## src/rtl/fifo_pkg.sv

```systemverilog
// Definitions shared by the asymmetric FIFOs (narrow-to-wide and wide-to-narrow).
// Both FIFOs must agree on the packing order so that a round trip preserves byte order.
package fifo_pkg;

    // 1: the first narrow word occupies the low half of a wide word.
    localparam bit LOW_FIRST = 1'b1;

    function automatic int depth(input int addr_width);
        return 1 << addr_width;
    endfunction

endpackage

```

## src/rtl/fifo_n2w_if.sv

```systemverilog
// Handshake bundle for the narrow-to-wide FIFO.
// The master side is the producer/consumer pair; the slave side is the FIFO itself.
interface fifo_n2w_if #(
    parameter int DATA_WIDTH = 8,
    parameter int ADDR_WIDTH = 3
);

    logic                      wr;
    logic [DATA_WIDTH-1:0]     w_data;
    logic                      rd;
    logic [2*DATA_WIDTH-1:0]   r_data;
    logic                      full;
    logic                      empty;
    logic [ADDR_WIDTH:0]       level;

    modport master (
        output wr, w_data, rd,
        input  r_data, full, empty, level
    );

    modport slave (
        input  wr, w_data, rd,
        output r_data, full, empty, level
    );

endinterface

```

## src/rtl/fifo_n2w_ctrl.sv

```systemverilog
// Pointer, occupancy and flag logic for the narrow-to-wide FIFO.
// Flags come from the level register alone, so wr/rd never reach them combinationally.
module fifo_n2w_ctrl
    import fifo_pkg::*;
#(
    parameter int ADDR_WIDTH = 3
) (
    input  logic                  clk,
    input  logic                  reset,
    input  logic                  wr,
    input  logic                  rd,
    output logic [ADDR_WIDTH-1:0] w_ptr,
    output logic [ADDR_WIDTH-1:0] r_ptr,
    output logic [ADDR_WIDTH:0]   level,
    output logic                  full,
    output logic                  empty,
    output logic                  wr_ok
);

    localparam int               LW         = ADDR_WIDTH + 1;
    localparam logic [LW-1:0]    FULL_LEVEL = LW'(depth(ADDR_WIDTH));

    logic rd_ok;

    assign full  = (level == FULL_LEVEL);
    assign empty = (level < LW'(2));
    assign wr_ok = wr & ~full;
    assign rd_ok = rd & ~empty;

    // A read retires a whole wide word, so the read pointer steps by two and stays even.
    always_ff @(posedge clk) begin
        if (reset) begin
            w_ptr <= '0;
            r_ptr <= '0;
            level <= '0;
        end else begin
            if (wr_ok)
                w_ptr <= w_ptr + ADDR_WIDTH'(1);
            if (rd_ok)
                r_ptr <= r_ptr + ADDR_WIDTH'(2);
            level <= level + LW'(wr_ok) - LW'({rd_ok, 1'b0});
        end
    end

endmodule

```

## src/rtl/fifo_n2w.sv

```systemverilog
// Narrow-to-wide FIFO: packs pairs of DATA_WIDTH-bit writes into 2*DATA_WIDTH-bit reads.
// The head wide word falls through combinationally from the storage array.
module fifo_n2w
    import fifo_pkg::*;
#(
    parameter int DATA_WIDTH = 8,
    parameter int ADDR_WIDTH = 3
) (
    input logic        clk,
    input logic        reset,
    fifo_n2w_if.slave  bus
);

    localparam int DEPTH = depth(ADDR_WIDTH);

    logic [DATA_WIDTH-1:0] mem [DEPTH];
    logic [ADDR_WIDTH-1:0] w_ptr;
    logic [ADDR_WIDTH-1:0] r_ptr;
    logic [ADDR_WIDTH-1:0] r_ptr_pair;
    logic                  wr_ok;
    logic [DATA_WIDTH-1:0] first_word;
    logic [DATA_WIDTH-1:0] second_word;

    fifo_n2w_ctrl #(
        .ADDR_WIDTH (ADDR_WIDTH)
    ) u_ctrl (
        .clk   (clk),
        .reset (reset),
        .wr    (bus.wr),
        .rd    (bus.rd),
        .w_ptr (w_ptr),
        .r_ptr (r_ptr),
        .level (bus.level),
        .full  (bus.full),
        .empty (bus.empty),
        .wr_ok (wr_ok)
    );

    // Storage is deliberately left out of reset; stale contents are hidden by the level count.
    always_ff @(posedge clk) begin
        if (wr_ok)
            mem[w_ptr] <= bus.w_data;
    end

    assign r_ptr_pair  = r_ptr + ADDR_WIDTH'(1);
    assign first_word  = mem[r_ptr];
    assign second_word = mem[r_ptr_pair];

    assign bus.r_data = LOW_FIRST ? {second_word, first_word}
                                  : {first_word, second_word};

endmodule

```

## src/flat_wrapper.sv

```systemverilog
// flat-port wrapper written by rule: the top's interface ports become plain ports
module fifo_n2w_flat import fifo_pkg::*;
#(
    parameter int DATA_WIDTH = 8,
    parameter int ADDR_WIDTH = 3
)
  (clk, reset, bus_wr, bus_w_data, bus_rd, bus_r_data, bus_full, bus_empty, bus_level);
  fifo_n2w_if #(.DATA_WIDTH(DATA_WIDTH), .ADDR_WIDTH(ADDR_WIDTH)) bus_i ();
  input logic clk;
  input logic reset;
  input wire logic [$bits(bus_i.wr)-1:0] bus_wr;
  input wire logic [$bits(bus_i.w_data)-1:0] bus_w_data;
  input wire logic [$bits(bus_i.rd)-1:0] bus_rd;
  output wire logic [$bits(bus_i.r_data)-1:0] bus_r_data;
  output wire logic [$bits(bus_i.full)-1:0] bus_full;
  output wire logic [$bits(bus_i.empty)-1:0] bus_empty;
  output wire logic [$bits(bus_i.level)-1:0] bus_level;
  assign bus_i.wr = bus_wr;
  assign bus_i.w_data = bus_w_data;
  assign bus_i.rd = bus_rd;
  assign bus_r_data = bus_i.r_data;
  assign bus_full = bus_i.full;
  assign bus_empty = bus_i.empty;
  assign bus_level = bus_i.level;
  fifo_n2w #(.DATA_WIDTH(DATA_WIDTH), .ADDR_WIDTH(ADDR_WIDTH)) u_core (.clk(clk), .reset(reset), .bus(bus_i));
endmodule
```

## config.mk

```make
export PLATFORM = sky130hd
export DESIGN_NAME = fifo_n2w_flat
export DESIGN_NICKNAME = d
export VERILOG_FILES = /design/src/rtl/fifo_pkg.sv /design/src/rtl/fifo_n2w_if.sv /design/src/rtl/fifo_n2w_ctrl.sv /design/src/rtl/fifo_n2w.sv /design/src/flat_wrapper.sv
export SDC_FILE = /design/constraint.sdc
export NUM_CORES = 1
export LEC_CHECK = 0
export CAP_MARGIN = 25
export CORE_UTILIZATION = 55
export DETAILED_ROUTE_END_ITERATION = 10
export PLACE_DENSITY = 0.91
export SLEW_MARGIN = 40
export SYNTH_ARGS = -nofsm -noshare
export SYNTH_HDL_FRONTEND = slang
export SYNTH_SLANG_ARGS = --single-unit
```

## constraint.sdc

```tcl
create_clock -name clk -period 2.5 [get_ports clk]
set_input_delay 0.5 -clock clk [delete_from_list [all_inputs] [get_ports clk]]
set_output_delay 0.5 -clock clk [all_outputs]
set_load 0.005 [all_outputs]
```

==> metrics.md, run 1 <==
| Metric | Value |
|---|---|
| Share of the yosys chip area belonging to registers | 73.6% |
| RSZ-0062 raised after global routing | no |
| Clk root buf | clkbuf_8 |
| Setup Viol. Count Final | 0 |
| Net count, final | ~220 |
| Crit Path Max Fanout | 7 |
| Worst VDD drop | 0.000508 V |
| GRT overflow | 0 |
| Syn-to-layout area delta | 21.8% |
| PortBufs | 33 |
| Die extent in x | between 70 and 80 µm |
| Antenna Nets Post-Route | 0 |
| Cell at the slowest stage of the critical path | clkdlybuf4s50_1 |
| Max_slew headroom | between 60% and 70% |
| Critical path class | register to primary output |
| Final Max Slew Viols | 0 |
| Post-synth EDFFs | 64 |
| Crit path capture type | primary output |
| DP Wirelength | around 3600 µm |
| Pwr dens | 886 mW/mm² |
| Drt first pass iters | 4 |
| Post-CTS Setup Bufs | 0 |
| Yosys warning total | 0 |
| Startpoint type of the worst setup path | register |
| Mapped Area | between 0.002 and 0.003 mm² |
| Synth top area share | 66.1% |
| Post-Route Utilization | 69.4% |
| FFs w/ async S/R, synth | 0% |
| Mapped Nets | ~170 |
| I/O pin count | 34 |
| Tmin final | around 2.4 ns |
| WP buf/inv | 3 |
| Share of layout cells above drive strength 1 | 23.8% |
| Yosys reg bits | between 70 and 80 |
| F_max | about 420 MHz |
| Cell variety after synth | 29 |
| H-Tree Depth | 3 |
| Row count | 26 |
| CTS tree | done |
| Area leader, netlist | edfxtp_1 |
| Clk sinks | 75 |
| Clk_skew | slightly above 0.007 ns |
| Top-count cell post-synth | edfxtp_1 |
| CP dominant cell by count | inv_2 |
| Routability cong. | roughly 0.74 |
| Synthesized instance count | approximately 150 |
| Routed WL | between 5000 and 6000 µm |
| # diodes | 0 |
| Initial Utilization | a little under three fifths |
| CP Data Arrival Time | 1.90 ns |
| Critical path's top delay family | buffers and inverters |
| Leak | ~0.0012 µW |
| Placed insts | 261 |
| Cells along the critical path | inv_2, ha_1, or3b_4, inv_2, clkdlybuf4s50_1 |
| HP Class | register to register |
| Initial antenna violation count | 0 |
| First-pass GRT wire length | 7910 µm |
| Commonest cells post-synth | edfxtp_1 (64), mux4_2 (16), dfxtp_1 (11) |
| Crit share post-route | ~96% |
| CTS max path bufs | 2 |
| Worst-Margin Slew | approximately 0.46 ns |
| Wire per inst | 18.3 µm |
| Vias/cell | around 5.5 |
| Die height | roughly 75 µm |
| Total core area | roughly 0.0051 mm² |
| Reg clk slew, reported paths | roughly 0.070 ns |
| Avg Inst Size Synth | around 19 µm² |
| Top_reg_cell synth | edfxtp_1 |
| Initial drt markers | around 130 |
| Critical Path RT | 2.00 ns |
| Synth area leaders | edfxtp_1 (66%), mux4_2 (12%), dfxtp_1 (7.6%) |
| Full die area | approximately 0.0056 mm² |
| Worst skew pair latency | about 0.34 ns |
| Status | complete, no violations |
| Global-route usage over all layers | 21.1% |
| Num CTS Buffers | 9 |
| Vias in the first global route | ~1600 |
| Final Hold Fails | 0 |
| Hold Buf Count CTS | 0 |
| Delay of the slowest critical-path stage | between 0.5 and 0.6 ns |
| Total number of vias | between 1500 and 2000 |
| Setup tns final | 0 ns |
| Fin cells | 276 |
| Max Cap Violations | 0 |
| Pin count of the biggest net entering global routing | 12 |
| Drc violations | 0 |
## power breakdown
part	internal [µW]	leakage, µW	switching (µW)	total, µW
clock	347	0.0000804	396	743
combinational	536	0.000445	339	875
sequential	1450	0.000671	70.3	1520
total	2340	0.00120	805	3140
## cell type report
type | instances | area [µm²]
Fill cell | 326 | 1560
Tap cell | 70 | 87.6
Sequential cell | 75 | 2140
Clock buffer | 11 | 131
Timing Repair Buffer | 44 | 425
Multi-Input combinational cell | 66 | 716
Clock inverter | 4 | 18.8
Inverter | 6 | 22.5
## worst min-delay path: cells and delay by family, from the launching register on
| family | cells | cell delay [ns] |
|---|---|---|
| DFF | 1 | 0.34 |
| AOI/OAI and AO/OA | 2 | 0.17 |
## flip-flops by register name, summed over array words and instances, names as in the netlist, named ones only
signal and count:
u_core.u_ctrl.w_ptr 3, u_core.mem 64, u_core.u_ctrl.level 4, u_core.u_ctrl.r_ptr 2
## path summary, 6_finish.rpt
check	to	cells past startpoint	startpoint	slack, ns
hold reg to reg	u_core.u_ctrl.w_ptr[0]$_SDFFE_PP0P_	2	u_core.u_ctrl.w_ptr[0]$_SDFFE_PP0P_	0.56
setup reg to reg	u_core.u_ctrl.level[3]$_SDFF_PP0_	9	u_core.u_ctrl.level[3]$_SDFF_PP0_	0.41
hold / removal	u_core.u_ctrl.w_ptr[0]$_SDFFE_PP0P_	2	u_core.u_ctrl.w_ptr[0]$_SDFFE_PP0P_	0.56
setup / recovery	bus_full	5	u_core.u_ctrl.level[2]$_SDFF_PP0_	0.10
## kinds of logic after synthesis
family                     Yosys count  share of synthesized area [%]
and+or+nand+nor                     27                           5.08
adders and majority gates            8                           3.44
buffers and inverters               11                           1.76
xor gates and xnor gates             1                          0.301
AOI/OAI and AO/OA                   12                           2.62
muxes                               18                           13.2
DFF                                 75                           73.6
## routing by layer
metal	GRT usage, %	routed length (µm)	part of all wire [%]
met5	0	0	0
met1	25.0	2030	40
met2	35.2	2590	51
met4	12.2	125	2.5
met3	5.22	297	5.9
## layout by cell type (no fill, tap or decap), drive strengths merged
master	instances
a21boi	1
a21oi	4
buf	11
clkbuf	11
clkdlybuf4s50	33
clkinv	4
dfxtp	11
edfxtp	64
ha	8
inv	6
mux2	2
mux4	16
nand2	3
nand2b	3
nand3	2
nor2	10
nor2b	2
nor3	3
o21a	2
o21ai	4
o21ba	1
or3	3
or3b	1
xor2	1
## through the flow
stage | hold WS (ns) | power (µW) | cell area [µm²] | setup slack (ns)
global route | 0.607 | 3300 | 3540 | 0.0284
finish | 0.561 | 3140 | 3540 | 0.103
CTS | 0.565 | 3160 | 3540 | 0.0414
global placement | 0.517 | 2390 | 3390 | 0.349
detailed placement | 0.553 | 2430 | 3390 | 0.287
floorplan | 0.509 | 2010 | 2910 | 0.502
## what timing repair did
item	CTS	global route
setup endpoints to repair	1	1
cloned	0	0
resized for setup	1	1
No activity file was read; power rests on OpenSTA's default activity.
==> run 2: changes to the inputs <==
clock period = 3.05 ns   (was 2.5 ns; I/O delays follow)
==> metrics.md, run 2 (same netlist as run 1, synthesis figures left out) <==
| Metric | Value |
|---|---|
| CTS max path bufs | 2 |
| Routability cong. | between 0.7 and 0.8 |
| F_max | between 300 and 400 MHz |
| Hold Buf Count CTS | 0 |
| Max reg flops | 64 |
| Worst VDD drop | approximately 0.00049 V |
| Status | complete, no violations |
| Placed insts | between 200 and 300 |
| FILL cells | 346 |
| Drc violations | 0 |
| Total core area | around 0.0051 mm² |
| Full die area | ~0.0056 mm² |
| Clk sinks | between 70 and 80 |
| Initial drt markers | between 90 and 100 |
| I/O pin count | 34 |
| Setup Viol. Count Final | 0 |
| Setup tns final | 0 ns |
| Crit path capture type | primary output |
| Total number of vias | ~1500 |
| Antenna Nets Post-Route | 0 |
| Reg clk slew, reported paths | about 0.07 ns |
| Vias/cell | approximately 5.5 |
| First-pass GRT wire length | between 8000 and 9000 µm |
| Row count | 26 |
| Pin count of the biggest net entering global routing | 13 |
| Critical Path RT | 2.44 ns |
| Worst skew pair latency | 0.33 ns |
| Leak | around 0.0012 µW |
| Tmin final | 2.63 ns |
| Crit Path Max Fanout | 8 |
| Post-CTS Setup Bufs | 0 |
| Global-route usage over all layers | between 20 and 25% |
| Vias in the first global route | roughly 1600 |
| Drt first pass iters | 4 |
| CP Data Arrival Time | 2.02 ns |
| Initial antenna violation count | 0 |
| Final Hold Fails | 0 |
| H-Tree Depth | 3 |
| Clk_skew | slightly below 0.007 ns |
| Routed WL | about 5200 µm |
| DP Wirelength | approximately 3700 µm |
| Crit share post-route | 86.3% |
| Final Max Slew Viols | 0 |
| RSZ-0062 raised after global routing | no |
| # diodes | 0 |
| Wire per inst | 19.1 µm |
| Most common cell after layout, fill and taps aside | edfxtp_1 |
| Startpoint type of the worst setup path | register |
| CTS resizes | 0 |
| Clk root buf | clkbuf_8 |
| Max_slew headroom | ~50% |
| Initial Utilization | between 50% and 60% |
| Worst-Margin Slew | 0.727 ns |
| Critical path class | register to primary output |
| Commonest non-fill, non-tap cells in the layout | edfxtp_1 (64), clkdlybuf4s50_1 (33), mux4_2 (16), dfxtp_1 (11), nor2_1 (10) |
| Max Cap Violations | 0 |
| CTS tree | done |
| Die extent in x | 74.7 µm |
| Largest reg by FF count | u_core.mem |
| Fin cells | between 200 and 300 |
| Net count, final | between 200 and 250 |
| GRT overflow | 0 |
| PortBufs | 33 |
| Syn-to-layout area delta | 22.1% |
| Die height | about 75 µm |
| Num CTS Buffers | 9 |
| Top flop regs | u_core.mem: 64 flops, u_core.u_ctrl.level: 4 flops, u_core.u_ctrl.w_ptr: 3 flops |
| Share of layout cells above drive strength 1 | about a fifth |
| Pwr dens | about 770 mW/mm² |
| HP Class | register to register |
==> run 2: cell types whose count changed in the layout (fill, tap and decap cells not counted), sizes merged <==
cell and delta:
buf -5, clkinvlp +1, clkinv -1, bufinv +2
clkbuf -1
==> run 2: final timing paths <==
kind                                       startpoint                                  end  slack (ns)  cells after the start
hold reg to reg   u_core.u_ctrl.w_ptr[0]$_SDFFE_PP0P_  u_core.u_ctrl.w_ptr[0]$_SDFFE_PP0P_        0.54                      2
setup reg to reg    u_core.u_ctrl.level[2]$_SDFF_PP0_           u_core.mem[4][0]$_DFFE_PP_        0.81                      6
hold / removal    u_core.u_ctrl.w_ptr[0]$_SDFFE_PP0P_  u_core.u_ctrl.w_ptr[0]$_SDFFE_PP0P_        0.54                      2
setup / recovery                             register                        bus_r_data[2]        0.42                      2
==> run 2: area by class of cell <==
cell class / count / area (µm²) / area share [%]
sequential: 75 / 2140 / 60.3
multi-input combinational: 66 / 716 / 20.2
timing repair buffer: 39 / 375 / 10.6
clock buffer: 10 / 128 / 3.59
tap: 70 / 87.6 / 2.47
clock inverter: 6 / 80.1 / 2.26
inverter: 6 / 22.5 / 0.634
==> run 2: routing by layer <==
layer | global-route usage [%] | share of wire [%]
met1 | 27.2 | 43
met2 | 35.5 | 50
met3 | 5.09 | 4.6
met4 | 10.9 | 1.7
met5 | 0 | 0
==> run 2: power breakdown <==
part           internal, µW  switching [µW]  leakage, µW
combinational           416             252     0.000416
sequential             1190            74.1     0.000671
clock                   454             340     0.000101
total                  2060             666      0.00119
==> run 2: critical path, cell delays in order (launching register included) <==
cell	delay [ns]
dfxtp_1	0.65
mux4_2	0.58
clkdlybuf4s50_1	0.46
==> run 2: stage by stage <==
step	total power [µW]	hold slack (ns)	area, µm²	setup slack, ns	utilization [%]
2_1_floorplan	1650	0.509	2910	1.05	-
3_3_place_gp	1920	0.537	3340	0.545	65.5
3_5_place_dp	1960	0.537	3340	0.411	65.5
4_1_cts	2750	0.546	3550	0.369	69.5
5_1_grt	2860	0.558	3550	0.299	69.5
6_report	2730	0.543	3550	0.417	69.5
